File: config.mk
export PLATFORM = sky130hd
export DESIGN_NAME = cpu_core_hs
export DESIGN_NICKNAME = d
export VERILOG_FILES = /design/src/rtl/cpu_core_hs.sv
export SDC_FILE = /design/constraint.sdc
export NUM_CORES = 1
export LEC_CHECK = 0
export CAP_MARGIN = 20
export CORE_MARGIN = 3
export CORE_UTILIZATION = 30
export CTS_CLUSTER_DIAMETER = 100
export CTS_CLUSTER_SIZE = 14
export DETAILED_ROUTE_END_ITERATION = 12
export MAX_ROUTING_LAYER = met4
export PLACE_DENSITY = 0.42
export SLEW_MARGIN = 20
export SYNTH_ARGS = -nofsm -noshare
export SYNTH_HDL_FRONTEND = slang
export SYNTH_SLANG_ARGS = --single-unit
File: constraint.sdc
create_clock -name clock -period 4.6 [get_ports clock]
set_clock_uncertainty 0.1 [all_clocks]
set_input_delay 0.92 -clock clock [delete_from_list [all_inputs] [get_ports clock]]
set_output_delay 0.92 -clock clock [all_outputs]
set_load 0.01 [all_outputs]
File: src/rtl/cpu_core_hs.sv
`default_nettype none
`timescale 1ns/1ps
// ============================================================================
// Module   : cpu_core_hs
// Brief    : Parametrised multi-cycle CPU with a ready/valid memory handshake.
//            Holds control FSM, register file, decode, ALU and PC. It talks to
//            one unified instruction/data memory that may stall any access.
//            Optional build macro CPU_SIGNED_BRANCH_EN makes the branch offset
//            sign-extended; without it the offset is zero-extended.
// Revision : 1.0 - initial release
// ============================================================================
// Opcode map (zero-extended opcode value):
//   0 ADD  1 SUB  2 AND  3 OR   4 XOR  5 NOT  6 SHL  7 SHR
//   8 ADDI 9 MV  10 LUI 11 LI  12 LOAD 13 STORE 14 BEQ 15 HALT
//  16 ANDI 17 BNE  (reachable only when OPCODE_SIZE >= 5)
// Any other value executes as a NOP. OPCODE_SIZE must not exceed 8, and
// MEM_ADDR_SIZE must be wider than IMM_SIZE for branch offsets.
module cpu_core_hs #(
    parameter int WORD_SIZE     = 16,
    parameter int OPCODE_SIZE   = 4,
    parameter int REG_ADDR_SIZE = 4,
    parameter int IMM_SIZE      = 8,
    parameter int MEM_ADDR_SIZE = 16
) (
    input  logic                     clock,
    input  logic                     reset_n,
    input  logic                     execute,
    output logic                     halted,
    output logic [MEM_ADDR_SIZE-1:0] mem_address,
    output logic [WORD_SIZE-1:0]     mem_write_data,
    output logic                     mem_read,
    output logic                     mem_write,
    input  logic                     mem_ready,
    input  logic [WORD_SIZE-1:0]     mem_read_data,
    output logic [3:0]               state,
    output logic [OPCODE_SIZE-1:0]   opcode
);

    localparam int c_NREGS = 2 ** REG_ADDR_SIZE;

    localparam logic [3:0] c_ST_IDLE   = 4'd0;
    localparam logic [3:0] c_ST_FETCH  = 4'd1;
    localparam logic [3:0] c_ST_DECODE = 4'd2;
    localparam logic [3:0] c_ST_EXEC   = 4'd3;
    localparam logic [3:0] c_ST_MEM    = 4'd4;
    localparam logic [3:0] c_ST_WB     = 4'd5;
    localparam logic [3:0] c_ST_NEXT   = 4'd6;
    localparam logic [3:0] c_ST_HALT   = 4'd7;

    localparam logic [7:0] c_OP_ADD   = 8'd0;
    localparam logic [7:0] c_OP_SUB   = 8'd1;
    localparam logic [7:0] c_OP_AND   = 8'd2;
    localparam logic [7:0] c_OP_OR    = 8'd3;
    localparam logic [7:0] c_OP_XOR   = 8'd4;
    localparam logic [7:0] c_OP_NOT   = 8'd5;
    localparam logic [7:0] c_OP_SHL   = 8'd6;
    localparam logic [7:0] c_OP_SHR   = 8'd7;
    localparam logic [7:0] c_OP_ADDI  = 8'd8;
    localparam logic [7:0] c_OP_MV    = 8'd9;
    localparam logic [7:0] c_OP_LUI   = 8'd10;
    localparam logic [7:0] c_OP_LI    = 8'd11;
    localparam logic [7:0] c_OP_LOAD  = 8'd12;
    localparam logic [7:0] c_OP_STORE = 8'd13;
    localparam logic [7:0] c_OP_BEQ   = 8'd14;
    localparam logic [7:0] c_OP_HALT  = 8'd15;
    localparam logic [7:0] c_OP_ANDI  = 8'd16;
    localparam logic [7:0] c_OP_BNE   = 8'd17;

    logic [3:0]               state_q, state_d;
    logic [MEM_ADDR_SIZE-1:0] pc_q;
    logic [WORD_SIZE-1:0]     ir_q;
    logic [WORD_SIZE-1:0]     rd_val_q, rs_val_q, result_q;
    logic                     take_q;
    logic [WORD_SIZE-1:0]     regs_q [c_NREGS];

    // Instruction fields of the latched instruction
    logic [OPCODE_SIZE-1:0]   w_op;
    logic [7:0]               w_op_x;
    logic [REG_ADDR_SIZE-1:0] w_rd, w_rs;
    logic [IMM_SIZE-1:0]      w_imm;
    logic [WORD_SIZE-1:0]     w_imm_zx;
    logic [MEM_ADDR_SIZE-1:0] w_off;
    logic [WORD_SIZE-1:0]     w_alu;
    logic                     w_take;
    logic                     w_writes_rd;

    assign w_op     = ir_q[WORD_SIZE-1 -: OPCODE_SIZE];
    assign w_op_x   = 8'(w_op);
    assign w_rd     = ir_q[WORD_SIZE-OPCODE_SIZE-1 -: REG_ADDR_SIZE];
    assign w_rs     = ir_q[WORD_SIZE-OPCODE_SIZE-REG_ADDR_SIZE-1 -: REG_ADDR_SIZE];
    assign w_imm    = ir_q[IMM_SIZE-1:0];
    assign w_imm_zx = WORD_SIZE'(w_imm);

`ifdef CPU_SIGNED_BRANCH_EN
    assign w_off = MEM_ADDR_SIZE'($signed(w_imm));
`else
    assign w_off = MEM_ADDR_SIZE'(w_imm);
`endif

    // ALU result, branch decision and write-back enable for the latched op
    always_comb begin
        w_alu       = rd_val_q;
        w_take      = 1'b0;
        w_writes_rd = 1'b0;
        case (w_op_x)
            c_OP_ADD:   begin w_alu = rd_val_q + rs_val_q;         w_writes_rd = 1'b1; end
            c_OP_SUB:   begin w_alu = rd_val_q - rs_val_q;         w_writes_rd = 1'b1; end
            c_OP_AND:   begin w_alu = rd_val_q & rs_val_q;         w_writes_rd = 1'b1; end
            c_OP_OR:    begin w_alu = rd_val_q | rs_val_q;         w_writes_rd = 1'b1; end
            c_OP_XOR:   begin w_alu = rd_val_q ^ rs_val_q;         w_writes_rd = 1'b1; end
            c_OP_NOT:   begin w_alu = ~rd_val_q;                   w_writes_rd = 1'b1; end
            c_OP_SHL:   begin w_alu = rd_val_q << rs_val_q[3:0];   w_writes_rd = 1'b1; end
            c_OP_SHR:   begin w_alu = rd_val_q >> rs_val_q[3:0];   w_writes_rd = 1'b1; end
            c_OP_ADDI:  begin w_alu = rd_val_q + w_imm_zx;         w_writes_rd = 1'b1; end
            c_OP_ANDI:  begin w_alu = rd_val_q & w_imm_zx;         w_writes_rd = 1'b1; end
            c_OP_MV:    begin w_alu = rs_val_q;                    w_writes_rd = 1'b1; end
            c_OP_LUI:   begin w_alu = {w_imm, {(WORD_SIZE-IMM_SIZE){1'b0}}}; w_writes_rd = 1'b1; end
            c_OP_LI:    begin w_alu = {rd_val_q[WORD_SIZE-1:IMM_SIZE], w_imm}; w_writes_rd = 1'b1; end
            c_OP_LOAD:  w_writes_rd = 1'b1;
            c_OP_BEQ:   w_take = rd_val_q[0];
            c_OP_BNE:   w_take = ~rd_val_q[0];
            default:    ;
        endcase
    end

    // State register
    always_ff @(posedge clock or negedge reset_n) begin
        if (!reset_n) state_q <= c_ST_IDLE;
        else          state_q <= state_d;
    end

    // Next-state logic; waits in FETCH/MEM until memory accepts the request
    always_comb begin
        state_d = state_q;
        case (state_q)
            c_ST_IDLE:   if (execute) state_d = c_ST_FETCH;
            c_ST_FETCH:  if (mem_ready) state_d = c_ST_DECODE;
            c_ST_DECODE: state_d = c_ST_EXEC;
            c_ST_EXEC: begin
                if (w_op_x == c_OP_HALT)
                    state_d = c_ST_HALT;
                else if (w_op_x == c_OP_LOAD || w_op_x == c_OP_STORE)
                    state_d = c_ST_MEM;
                else
                    state_d = c_ST_WB;
            end
            c_ST_MEM:    if (mem_ready) state_d = c_ST_WB;
            c_ST_WB:     state_d = c_ST_NEXT;
            c_ST_NEXT:   state_d = c_ST_FETCH;
            c_ST_HALT:   state_d = c_ST_HALT;
            default:     state_d = c_ST_IDLE;
        endcase
    end

    // Memory request outputs, decoded from state and latched operands only
    always_comb begin
        mem_read       = 1'b0;
        mem_write      = 1'b0;
        mem_address    = '0;
        mem_write_data = '0;
        case (state_q)
            c_ST_FETCH: begin
                mem_read    = 1'b1;
                mem_address = pc_q;
            end
            c_ST_MEM: begin
                if (w_op_x == c_OP_LOAD) begin
                    mem_read    = 1'b1;
                    mem_address = MEM_ADDR_SIZE'(rs_val_q);
                end else begin
                    mem_write      = 1'b1;
                    mem_address    = MEM_ADDR_SIZE'(rd_val_q);
                    mem_write_data = rs_val_q;
                end
            end
            default: ;
        endcase
    end

    assign halted = (state_q == c_ST_HALT);
    assign state  = state_q;
    assign opcode = w_op;

    // Datapath: instruction latch, operands, result, register file and PC
    always_ff @(posedge clock or negedge reset_n) begin
        if (!reset_n) begin
            pc_q     <= '0;
            ir_q     <= '0;
            rd_val_q <= '0;
            rs_val_q <= '0;
            result_q <= '0;
            take_q   <= 1'b0;
            for (int i = 0; i < c_NREGS; i++) regs_q[i] <= '0;
        end else begin
            case (state_q)
                c_ST_FETCH:  if (mem_ready) ir_q <= mem_read_data;
                c_ST_DECODE: begin
                    rd_val_q <= regs_q[w_rd];
                    rs_val_q <= regs_q[w_rs];
                end
                c_ST_EXEC: begin
                    result_q <= w_alu;
                    take_q   <= w_take;
                end
                c_ST_MEM:    if (mem_ready && w_op_x == c_OP_LOAD) result_q <= mem_read_data;
                c_ST_WB:     if (w_writes_rd) regs_q[w_rd] <= result_q;
                c_ST_NEXT:   pc_q <= take_q ? (pc_q + w_off) : (pc_q + MEM_ADDR_SIZE'(1));
                default: ;
            endcase
        end
    end

endmodule
`default_nettype wire

=== Word level (Yosys, flattened, before mapping) ===
Index checks and enable logic that the tools add are counted.

* Flip-flop bits (word level): 341
* Output and inout bits: 43
* Logic and storage cells: 105

* Add/subtract/negate cells: 5
* Order comparisons: 3
* Equality and inequality tests: 26
* Shift operators: 2
* Muxes and demuxes: 29
* Bitwise logic cells: 6
* Reduce and logical (&&, ||, !) cells: 11

{| class="wikitable"
|+ Operators with widths
! cell !! count
|-
| $bwmux W256 || 1
|-
| $pmux W16 S12 || 1
|-
| $mux W16 || 10
|-
| $bmux W16 S4 || 2
|-
| $demux W16 S4 || 1
|-
| $pmux W16 S2 || 2
|-
| $add A16 B8 Y16 || 2
|-
| $eq A4 B3 Y1 const B || 8
|-
| $eq A4 B4 Y1 const B || 8
|-
| $pmux W4 S8 || 1
|-
| $add A16 B1 Y16 const B || 1
|-
| $add A16 B16 Y16 || 1
|-
| $and A16 B16 Y16 || 1
|-
| $eq A4 B2 Y1 const B || 4
|-
| $not A16 Y16 || 1
|-
| $or A16 B16 Y16 || 1
|-
| $shl A16 B4 Y16 || 1
|-
| $shr A16 B4 Y16 || 1
|-
| $sub A16 B16 Y16 || 1
|-
| $xor A16 B16 Y16 || 1
|-
| $reduce_or A13 Y1 || 1
|-
| $mux W4 || 3
|-
| $ge A5 B5 Y1 const B || 2
|-
| $not A4 Y5 || 2
|-
| 13 further kinds || 25
|}

=== Longest topological paths before layout ===
Gate-level depths: netlist of run 1.

* Word-level depth: 6
* Depth in mapped cells: 17

=== Worst setup path before layout of run 1 ===
Ideal clock, no wire load.

* Kind: register to register
* Start: reg rs_val_q[1]
* End: reg result_q[13]
* Library setup time: 0.124 ns
* Arrival: 3.535 ns
* Required time: 4.376 ns
* Slack: 0.841 ns
* Stages on the path, launching flop included: 16
* Clock period less this slack: 3.759 ns
* Cells stage by stage: dfrtp_1 buf_2 inv_1 clkbuf_1 buf_1 ha_1 nand3_1 nor3_1 a31oi_1 mux2i_1 ha_1 a21o_1 a221oi_1 a21oi_1 mux2i_1 a211o_1

* Cells in the longest elaborated chain, start to end: 3

{| class="wikitable"
|+ Ends and longest elaborated chain
! item !! RTL line !! RTL
|-
| start, declared || 72 || <nowiki>logic [WORD_SIZE-1:0] rd_val_q, rs_val_q, result_q;</nowiki>
|-
| start signal, assigned || 199 || <nowiki>rs_val_q <= regs_q[w_rs];</nowiki>
|-
| $sub A16 B16 Y16 (tied with other cells) || 107 || <nowiki>c_OP_SUB: begin w_alu = rd_val_q - rs_val_q; w_writes_rd = 1'b1; end</nowiki>
|-
| $pmux W16 S12 (*) || 105 || <nowiki>case (w_op_x)</nowiki>
|-
| $pmux W16 S2 (*) || 195 || <nowiki>case (state_q)</nowiki>
|-
| end signal, assigned || 202 || <nowiki>result_q <= w_alu;</nowiki>
|-
| end signal, assigned || 205 || <nowiki>c_ST_MEM: if (mem_ready && w_op_x == c_OP_LOAD) result_q <= mem_read_data;</nowiki>
|-
| end, declared || 72 ||
|}

Mark *: on every way between the ends. The rest lies on a longest branch, timed or not.
A chain may end at the register's enable or synchronous reset.

=== Worst setup path after layout of run 1 ===
* Start: reg ir_q[15]
* End: out mem_address[9]

* Cells in the longest elaborated chain, start to end: 3

{| class="wikitable"
|+ Ends and longest elaborated chain
! item !! RTL line !! RTL
|-
| start, declared || 71 || <nowiki>logic [WORD_SIZE-1:0] ir_q;</nowiki>
|-
| start signal, assigned || 196 || <nowiki>c_ST_FETCH: if (mem_ready) ir_q <= mem_read_data;</nowiki>
|-
| $eq A4 B4 Y1 || 167 || <nowiki>if (w_op_x == c_OP_LOAD) begin</nowiki>
|-
| $mux W16 || 167 ||
|-
| $pmux W16 S2 || 161 || <nowiki>case (state_q)</nowiki>
|-
| end, declared || 29 || <nowiki>output logic [MEM_ADDR_SIZE-1:0] mem_address,</nowiki>
|}

No other way between the ends.

==> impl_metrics.yaml, run 1 <==
setup_path:
  critPathMaxFanout: 63
  required_ns: 3.58
  endpoint_kind: "output port"
  worst-endpoint-arrival_ns: 3.34
  reg2reg_depth: 14
  critical_path_class: "reg -> out"
  worstReg2RegStart: "ir_q[14]"
  cp-startpoint: "ir_q[15]"
  startpoint_type: "flip-flop"
placement:
  numPortBuffers: 61
  gp_congestion: 0.995
  dp_hpwl_um: 59400
finish:
  drive_gt1_share_pct: 32.1
  utilization_pct: 34.2
  area_growth_pct: 12.2
  mostFrequentLayoutCell: "dfrtp_1"
  nets: 1954
  num_antenna_cells: 0
  fillers: 7209
  final_cell_mix: "331 x dfrtp_1, 277 x mux2_2, 176 x mux4_2, 148 x nand2_1, 120 x o21ai_0"
timing:
  tns_ns: 0
  finalSetupViolCount: 0
  hold_viol: 0
  max_clock_freq_mhz: 229
  tightestPinTransition_ns: 1.05
  finalCritPeriodShare_pct: 94.7
  slew-limit-headroom_pct: 27.9
  rsz0062_at_grt: "no"
  min_period_ns: 4.36
  slew_viol_final: 0
clock_network:
  clk_pin_slew_worst_paths_ns: 0.07
  post-cts-setup-buffers: 0
  htreeDepth: 1
  root_buffer: "clkbuf_16"
  numCtsBuffers: 30
  postCtsHoldBufs: 0
  cts_tree: "done"
  clk_latency_ns: 0.63
  post_cts_resized: 1
  cts_buffer_depth: 3
  cts_num_sinks: 340
logic_synthesis:
  ys_seq_area_share_pct: 38.7
  synth_ff_type: "dfrtp_1"
  postSynthCellCount: 1868
  synth_area_leader_cell: "dfrtp_1"
  yosys-top-cells-area: "dfrtp_1 39%, mux4_2 18%, mux2_2 14%, ha_1 3.4%, o21ai_0 2.7%"
  synth_edf_count: 0
  yosys.cell_types.count: 82
  netlist_area_sq_mm: 0.0220
  async_flop_share_pct: 100
  synth_fp_nets: 1949
  ys_warn_count: 0
  synth_top_area_share_pct: 38.7
  ys_ff_latch: 340
  synth_area_per_cell_sq_um: 11.8
pwr:
  ir_worst_vdd_mv: 0.380
  power.switching_mw: 7.60
  clockPowerShare_pct: 14.4
  p_comb_share_pct: 50.1
  switching_share_pct: 44.8
  seq_power_share_pct: 35.6
  cellLeakagePower_nw: 10.2
  p_int_mw: 9.36
  p_per_area_mw_per_mm2: 687
routing:
  routed_wl_um: 84200
  drc: 0
  wl_per_cell_um: 29.7
  ant_nets: 0
  first_pass_iters: 6
  vias: 16360
  drt_iter0_markers: 1512
  vias_per_cell: 5.78
global_route:
  grt_usage_pct: 22.2
  grt_max_degree: 93
  grt_overflow: 0
  grt_pass1_vias: 16815
  grt_pass1_wl_um: 123000
  grt_antenna_before_repair: 1
floorplan:
  io_pins: 63
  core_area_sq_mm: 0.0721
  start_util_pct: 30.5
  fp.dieW_um: 277
  die-area_sq_mm: 0.0766
  num_rows: 98
  chipHeight_um: 277
job:
  drv_cap: 0
hold_path:
  hold_path_class: "in -> async"
outcome:
  status: "completed"
-- critical path: stages, from the launching register on --
cell and delay [ns]:
dfrtp_2 0.46, buf_6 0.44, nor4bb_4 0.33, buf_6 0.35
nor2_1 0.08, a21oi_1 0.39, o21ai_0 0.17, clkdlybuf4s50_1 0.53
-- stage by stage --
stage | hold WS (ns) | instances | worst slack (ns) | power, mW | instance area [sq um]
2_1_floorplan | 0.341 | 1868 | 0.841 | 11.1 | 22000
3_3_place_gp | 0.366 | 2791 | 0.473 | 14.5 | 23800
3_5_place_dp | 0.368 | 2791 | 0.492 | 14.5 | 23800
4_1_cts | 0.247 | 2832 | 0.00924 | 17.0 | 24700
5_1_grt | 0.264 | 2832 | 0.0653 | 17.9 | 24700
6_report | 0.238 | 2832 | 0.242 | 17.0 | 24700
-- routing by layer --
metal / share of wire, % / wire, um / global-route usage, % / vias to the layer above
li1: - / - / - / 7096
met1: 45 / 37500 / 30.0 / 8604
met2: 47 / 39300 / 34.6 / 522
met3: 5.0 / 4220 / 2.62 / 138
met4: 3.8 / 3210 / 7.56 / 0
met5: 0 / 0 / - / -
-- synthesized netlist by cell type, drive strengths merged (13+ instances only) --
cell / n
nand2: 148
dfrtp: 340
ha: 59
mux2i: 23
nand3: 16
o21ai: 121
mux2: 283
o22ai: 16
inv: 46
a211oi: 17
mux4: 176
nand2b: 15
a21oi: 78
nor3: 49
clkbuf: 97
and2: 13
xor2: 15
buf: 69
nor2: 80
-- layout make-up --
class	count	area, sq um	share of cell area (%)
Clock buffer	36	783	3.17
Clock inverter	5	76.3	0.309
Inverter	49	188	0.761
Multi-Input combinational cell	1313	12600	51.2
Sequential cell	340	8530	34.6
Tap cell	950	1190	4.82
Timing Repair Buffer	139	1270	5.15
-- path summary, 6_finish.rpt --
path,to,slack [ns]
worst max-delay path,mem_address[9],0.24
worst min-delay path,regs_q[20],0.24
worst max register to register,result_q[4],0.72
worst min register to register,pc_q[15],0.39
max in group asynchronous,regs_q[205],3.11
min in group clock,pc_q[15],0.39
-- kinds of logic after synthesis --
kind of cell             Yosys count  share of synthesized area (%)
AO/OA/AOI/OAI                    352                           10.2
XOR/XNOR                          24                          0.956
adder cells (fa/ha/maj)           61                           3.54
buffers and inverters            215                           4.31
flip-flops                       340                           38.7
multiplexers                     482                           33.6
other                              1                         0.0170
AND/OR/NAND/NOR                  393                           8.78
-- power groups by stage --
stage,clock [mW],combinational [mW],sequential [mW]
3_3_place_gp,0,8.44,6.01
2_1_floorplan,0,6.30,4.78
6_report,2.44,8.49,6.03
3_5_place_dp,0,8.42,6.06
5_1_grt,2.65,9.02,6.22
4_1_cts,2.54,8.45,6.01
-- state kept, by name (all words and copies together), names as in the netlist, named ones only --
name / count
ir_q: 16
pc_q: 16
rd_val_q: 16
regs_q: 256
result_q: 16
rs_val_q: 16
state: 2
take_q: 1
(Power assumes the default switching activity.)
==> run 2, diff against run 1 <==
--- a/config.mk
+++ b/config.mk
@@ -5,14 +5,15 @@
 export SDC_FILE = /design/constraint.sdc
 export NUM_CORES = 1
 export LEC_CHECK = 0
-export CAP_MARGIN = 20
-export CORE_MARGIN = 3
+export CAP_MARGIN = 10
+export CELL_PAD_IN_SITES_DETAIL_PLACEMENT = 0
+export CELL_PAD_IN_SITES_GLOBAL_PLACEMENT = 1
 export CORE_UTILIZATION = 30
 export CTS_CLUSTER_DIAMETER = 100
 export CTS_CLUSTER_SIZE = 14
 export DETAILED_ROUTE_END_ITERATION = 12
 export MAX_ROUTING_LAYER = met4
-export PLACE_DENSITY = 0.42
+export PLACE_DENSITY = 0.49
 export SLEW_MARGIN = 20
 export SYNTH_ARGS = -nofsm -noshare
 export SYNTH_HDL_FRONTEND = slang
==> run 2 against run 1 <==
  * First-iteration DRC count down 12%
  * Flip-flop and latch count unchanged
  * Power down 0.96%
  * Critical path depth down 1
  * Setup slack worse by 0.067 ns
  * Utilization about the same
  * Cell count about the same
  * Highest routed layer unchanged
==> impl_metrics.yaml, run 2 (synthesis results as in run 1) <==
outcome:
  status: "completed"
setup_path:
  path_cells: "nor4bb_4 > buf_12 > nor2_1 > a21oi_1 > o21ai_0 > clkdlybuf4s50_1"
  worstReg2RegStart: "ir_q[14]"
  required_ns: 3.58
  critPathSlowestCell: "dfrtp_1"
  crit_buf_inv: 2
  reg2reg_to: "result_q[4]"
  startpoint_type: "flip-flop"
  crit_cells: 6
  worst-endpoint-arrival_ns: 3.41
  critical_path_class: "reg -> out"
  reg2reg_depth: 11
  rrSetupSlack_ns: 0.59
  critPathMaxFanout: 52
  slowest_delay_ns: 0.76
  cp-startpoint: "ir_q[14]"
  endpoint_kind: "output port"
  critical_path.endpoint: "mem_address[6]"
  path_delay_family: "buffers and inverters"
clock_network:
  root_buffer: "clkbuf_16"
  postCtsHoldBufs: 0
  clk_pin_slew_worst_paths_ns: 0.08
  numCtsBuffers: 28
  post-cts-setup-buffers: 0
  htreeDepth: 1
  clk_latency_ns: 0.59
  cts_tree: "done"
  cts_buffer_depth: 3
  post_cts_resized: 0
  cts_num_sinks: 340
global_route:
  grt_pass1_vias: 16834
  grt_pass1_wl_um: 124000
  grt_overflow: 0
  grt_usage_pct: 23.5
  grt_antenna_before_repair: 1
  grt_max_degree: 97
routing:
  drc: 0
  ant_nets: 0
  vias: 16220
  routed_wl_um: 84300
  wl_per_cell_um: 29.8
  drt_iter0_markers: 1331
  vias_per_cell: 5.73
  first_pass_iters: 5
timing:
  max_clock_freq_mhz: 226
  hold_ws_ns: 0.252
  finalSetupViolCount: 0
  rsz0062_at_grt: "no"
  finalCritPeriodShare_pct: 96.2
  min_period_ns: 4.43
  tightestPinTransition_ns: 1.15
  tns_ns: 0
  slew_viol_final: 0
  slew-limit-headroom_pct: 23.1
  hold_viol: 0
finish:
  area_growth_pct: 12.1
  drive_gt1_share_pct: 32.0
  largest_register_ffs: 256
  utilization_pct: 34.3
  final_cell_mix: "330 x dfrtp_1, 277 x mux2_2, 176 x mux4_2, 148 x nand2_1, 120 x o21ai_0"
  fin_area_sq_mm: 0.0247
  mostFrequentLayoutCell: "dfrtp_1"
  largest-register: "regs_q"
  nets: 1954
floorplan:
  num_rows: 98
  chipHeight_um: 273
  fp.dieW_um: 273
  die-area_sq_mm: 0.0744
  io_pins: 63
  core_area_sq_mm: 0.0720
  start_util_pct: 30.6
pwr:
  p_per_area_mw_per_mm2: 681
  report.power.total_mw: 16.8
  cellLeakagePower_nw: 10.2
  ir_worst_vdd_mv: 0.230
job:
  drv_cap: 0
hold_path:
  hold_path_class: "in -> async"
placement:
  gp_congestion: 0.925
  placed_area_sq_mm: 0.0239
  numPortBuffers: 61
  dp_hpwl_um: 58900
## run 2: cell types whose count changed in the layout (fill, tap and decap cells not counted), sizes merged
cell	before	now
buf	79	81
clkinv	4	2
diode	0	1
inv	48	47
clkinvlp	2	1
## run 2: through the flow
stage / std cells / worst slack (ns)
2_1_floorplan: 1868 / 0.841
3_3_place_gp: 2793 / 0.686
3_5_place_dp: 2793 / 0.645
4_1_cts: 2830 / 0.148
5_1_grt: 2831 / 0.0677
6_report: 2831 / 0.174
## run 2: routing by layer
layer  vias to the layer above  part of all wire [%]  track usage, %
li1                       7060                     -               -
met1                      8607                    44            30.7
met2                       417                    48            37.7
met3                       136                   4.0            2.85
met4                         0                   3.6            7.76
met5                         -                     0               -
## run 2: layout make-up
cell class                      instances  area (sq um)
Inverter                               49           188
Fill cell                            7142         47300
Timing Repair Buffer                  141          1370
Tap cell                              950          1190
Antenna cell                            1          2.50
Clock inverter                          1          8.76
Sequential cell                       340          8530
Multi-Input combinational cell       1313         12600
Clock buffer                           36           752
## run 2: power breakdown
group	internal (mW)	switching (mW)	total (mW)	leakage, nW
clock	1.13	1.15	2.28	0.370
sequential	4.09	1.88	5.97	4.51
combinational	4.07	4.47	8.54	5.32
## run 2: worst min-delay path by stage
stage / startpoint / endpoint / slack (ns) / cells past startpoint
after floorplan: pc_q[15] / pc_q[15] / 0.34 / 1
after global placement: pc_q[15] / pc_q[15] / 0.35 / 1
after detailed placement: pc_q[15] / pc_q[15] / 0.36 / 1
after CTS: reset_n / regs_q[4] / 0.28 / 1
after global routing: reset_n / regs_q[36] / 0.30 / 1
final: reset_n / regs_q[36] / 0.25 / 1
## run 2: worst reg2reg max path, delay by kind of cell (launching register included)
kind / cells / cell delay, ns
AND/OR/NAND/NOR: 4 / 1.25
flip-flops: 1 / 0.62
AO/OA/AOI/OAI: 5 / 1.45
adder cells (fa/ha/maj): 1 / 0.31
XOR/XNOR: 1 / 0.13
==> run 3, diff against run 2 <==
--- a/config.mk
+++ b/config.mk
@@ -8,12 +8,12 @@
 export CAP_MARGIN = 10
 export CELL_PAD_IN_SITES_DETAIL_PLACEMENT = 0
 export CELL_PAD_IN_SITES_GLOBAL_PLACEMENT = 1
-export CORE_UTILIZATION = 30
+export CORE_UTILIZATION = 35
 export CTS_CLUSTER_DIAMETER = 100
 export CTS_CLUSTER_SIZE = 14
 export DETAILED_ROUTE_END_ITERATION = 12
 export MAX_ROUTING_LAYER = met4
-export PLACE_DENSITY = 0.49
+export PLACE_DENSITY = 0.56
 export SLEW_MARGIN = 20
 export SYNTH_ARGS = -nofsm -noshare
 export SYNTH_HDL_FRONTEND = slang
==> run 3 against run 2 <==
  * Via count rose by 0.18%
  * Register-to-register slack improved by 0.07 ns
  * Global-route usage is 2.4 points higher
  * Setup slack better by 0.18 ns
  * Sequential share of layout area rose by 0.27 points
  * Sequential power about the same
  * Combinational power decreased by 3.2%
  * Non-clock buffer count down 4
  * Die area fell by 14%
  * Routed wire length decreased by 6.1%
  * First-iteration DRC count increased by 12%
  * Cell count is 4.2% lower
  * Largest cell class unchanged
==> impl_metrics.yaml, run 3 (synthesis results as in run 1) <==
timing:
  finalCritPeriodShare_pct: 92.3
  tightestPinTransition_ns: 1.16
  slew-limit-headroom_pct: 22.6
  tns_ns: 0
  rsz0062_at_grt: "no"
  finalSetupViolCount: 0
  hold_viol: 0
  max_clock_freq_mhz: 235
  slew_viol_final: 0
  min_period_ns: 4.25
routing:
  drc: 0
  drt_iter0_markers: 1488
  routed_wl_um: 79200
  vias_per_cell: 5.99
  vias: 16250
  first_pass_iters: 6
  ant_nets: 0
  wl_per_cell_um: 29.2
setup_path:
  rrSetupSlack_ns: 0.66
  slowest_delay_ns: 0.91
  reg2reg_to: "result_q[14]"
  crit_cells: 3
  crit_buf_inv: 1
  required_ns: 3.58
  critPathSlowestCell: "or3b_2"
  worstReg2RegStart: "ir_q[13]"
  critPathMaxFanout: 35
  critical_path_class: "reg -> out"
  worst-endpoint-arrival_ns: 3.23
  startpoint_type: "flip-flop"
  path_delay_family: "simple AND/OR/NAND/NOR gates"
  reg2reg_depth: 9
  path_cells: "or3b_2 > nor3_1 > clkdlybuf4s50_1"
  endpoint_kind: "output port"
clock_network:
  cts_tree: "done"
  cts_buffer_depth: 3
  numCtsBuffers: 28
  cts_num_sinks: 340
  clk_pin_slew_worst_paths_ns: 0.07
  postCtsHoldBufs: 0
  post_cts_resized: 0
  post-cts-setup-buffers: 0
  clk_latency_ns: 0.58
  root_buffer: "clkbuf_16"
  htreeDepth: 1
pwr:
  ir_worst_vdd_mv: 0.341
  seq_power_share_pct: 36.2
  clockPowerShare_pct: 13.7
  p_int_mw: 9.27
  p_per_area_mw_per_mm2: 675
  power.switching_mw: 7.23
  p_comb_share_pct: 50.1
  switching_share_pct: 43.8
  cellLeakagePower_nw: 10.2
floorplan:
  chipHeight_um: 253
  die-area_sq_mm: 0.0639
  num_rows: 91
  core_area_sq_mm: 0.0619
  start_util_pct: 35.5
  fp.dieW_um: 253
  io_pins: 63
global_route:
  grt_pass1_vias: 16447
  grt_overflow: 0
  grt_max_degree: 116
  grt_usage_pct: 25.9
  grt_pass1_wl_um: 117000
  grt_antenna_before_repair: 1
placement:
  dp_hpwl_um: 55600
  numPortBuffers: 61
  gp_congestion: 0.985
finish:
  fillers: 6019
  drive_gt1_share_pct: 31.9
  nets: 1950
  final_cell_mix: "331 x dfrtp_1, 277 x mux2_2, 176 x mux4_2, 148 x nand2_1, 120 x o21ai_0"
  mostFrequentLayoutCell: "dfrtp_1"
  largest_register_ffs: 256
  largest-register: "regs_q"
  area_growth_pct: 11.2
  utilization_pct: 39.5
job:
  drv_cap: 0
outcome:
  status: "completed"
hold_path:
  hold_path_class: "in -> async"
-- run 3: changes by cell type in the layout (fill, tap and decap cells not counted), moves of 2 or more --
cell	delta
nor2_2	-7
nor2_4	+7
buf_12	-5
clkbuf_1	-2
-- run 3: metal layers --
metal	up-vias	share of wire [%]	GRT usage (%)
li1	7077	-	-
met1	8617	44	34.7
met2	441	49	42.4
met3	115	4.0	1.97
met4	0	3.0	7.22
met5	-	0	-
-- run 3: power by group through the flow --
stage | clock (mW) | sequential (mW) | combinational [mW]
final | 2.26 | 5.98 | 8.27
after global routing | 2.44 | 6.19 | 8.81
after CTS | 2.34 | 5.96 | 8.24
after detailed placement | 0 | 6.02 | 8.22
after global placement | 0 | 5.94 | 8.19
after floorplan | 0 | 4.78 | 6.30
-- run 3: area by class of cell --
| type | count | area [sq um] | share of cell area, % |
|---|---|---|---|
| flip-flops and latches | 340 | 8530 | 34.9 |
| clock inverters | 1 | 8.76 | 0.0358 |
| diodes | 1 | 2.50 | 0.0102 |
| clock buffers | 35 | 758 | 3.10 |
| repair buffers | 137 | 1270 | 5.21 |
| multi-input cells | 1313 | 12700 | 51.7 |
| inverters | 49 | 188 | 0.767 |
| well taps | 837 | 1050 | 4.28 |
-- run 3: through the flow --
| step | setup slack (ns) | cell area, sq um | hold slack, ns | power, mW | instances |
|---|---|---|---|---|---|
| final | 0.354 | 24500 | 0.336 | 16.5 | 2713 |
| after global routing | 0.312 | 24500 | 0.413 | 17.4 | 2713 |
| after CTS | 0.373 | 24500 | 0.387 | 16.5 | 2712 |
| after detailed placement | 0.795 | 23700 | 0.367 | 14.2 | 2676 |
| after global placement | 0.815 | 23700 | 0.372 | 14.1 | 2676 |
| after floorplan | 0.841 | 22000 | 0.341 | 11.1 | 1868 |
-- run 3: worst max-delay path by stage --
stage	start	to	slack (ns)
floorplan	rs_val_q[1]	result_q[13]	0.84
global placement	ir_q[13]	result_q[14]	0.81
detailed placement	ir_q[13]	result_q[7]	0.80
CTS	state[1]	mem_write_data[12]	0.37
global route	state[1]	mem_write_data[12]	0.31
finish	state[1]	mem_write_data[12]	0.35
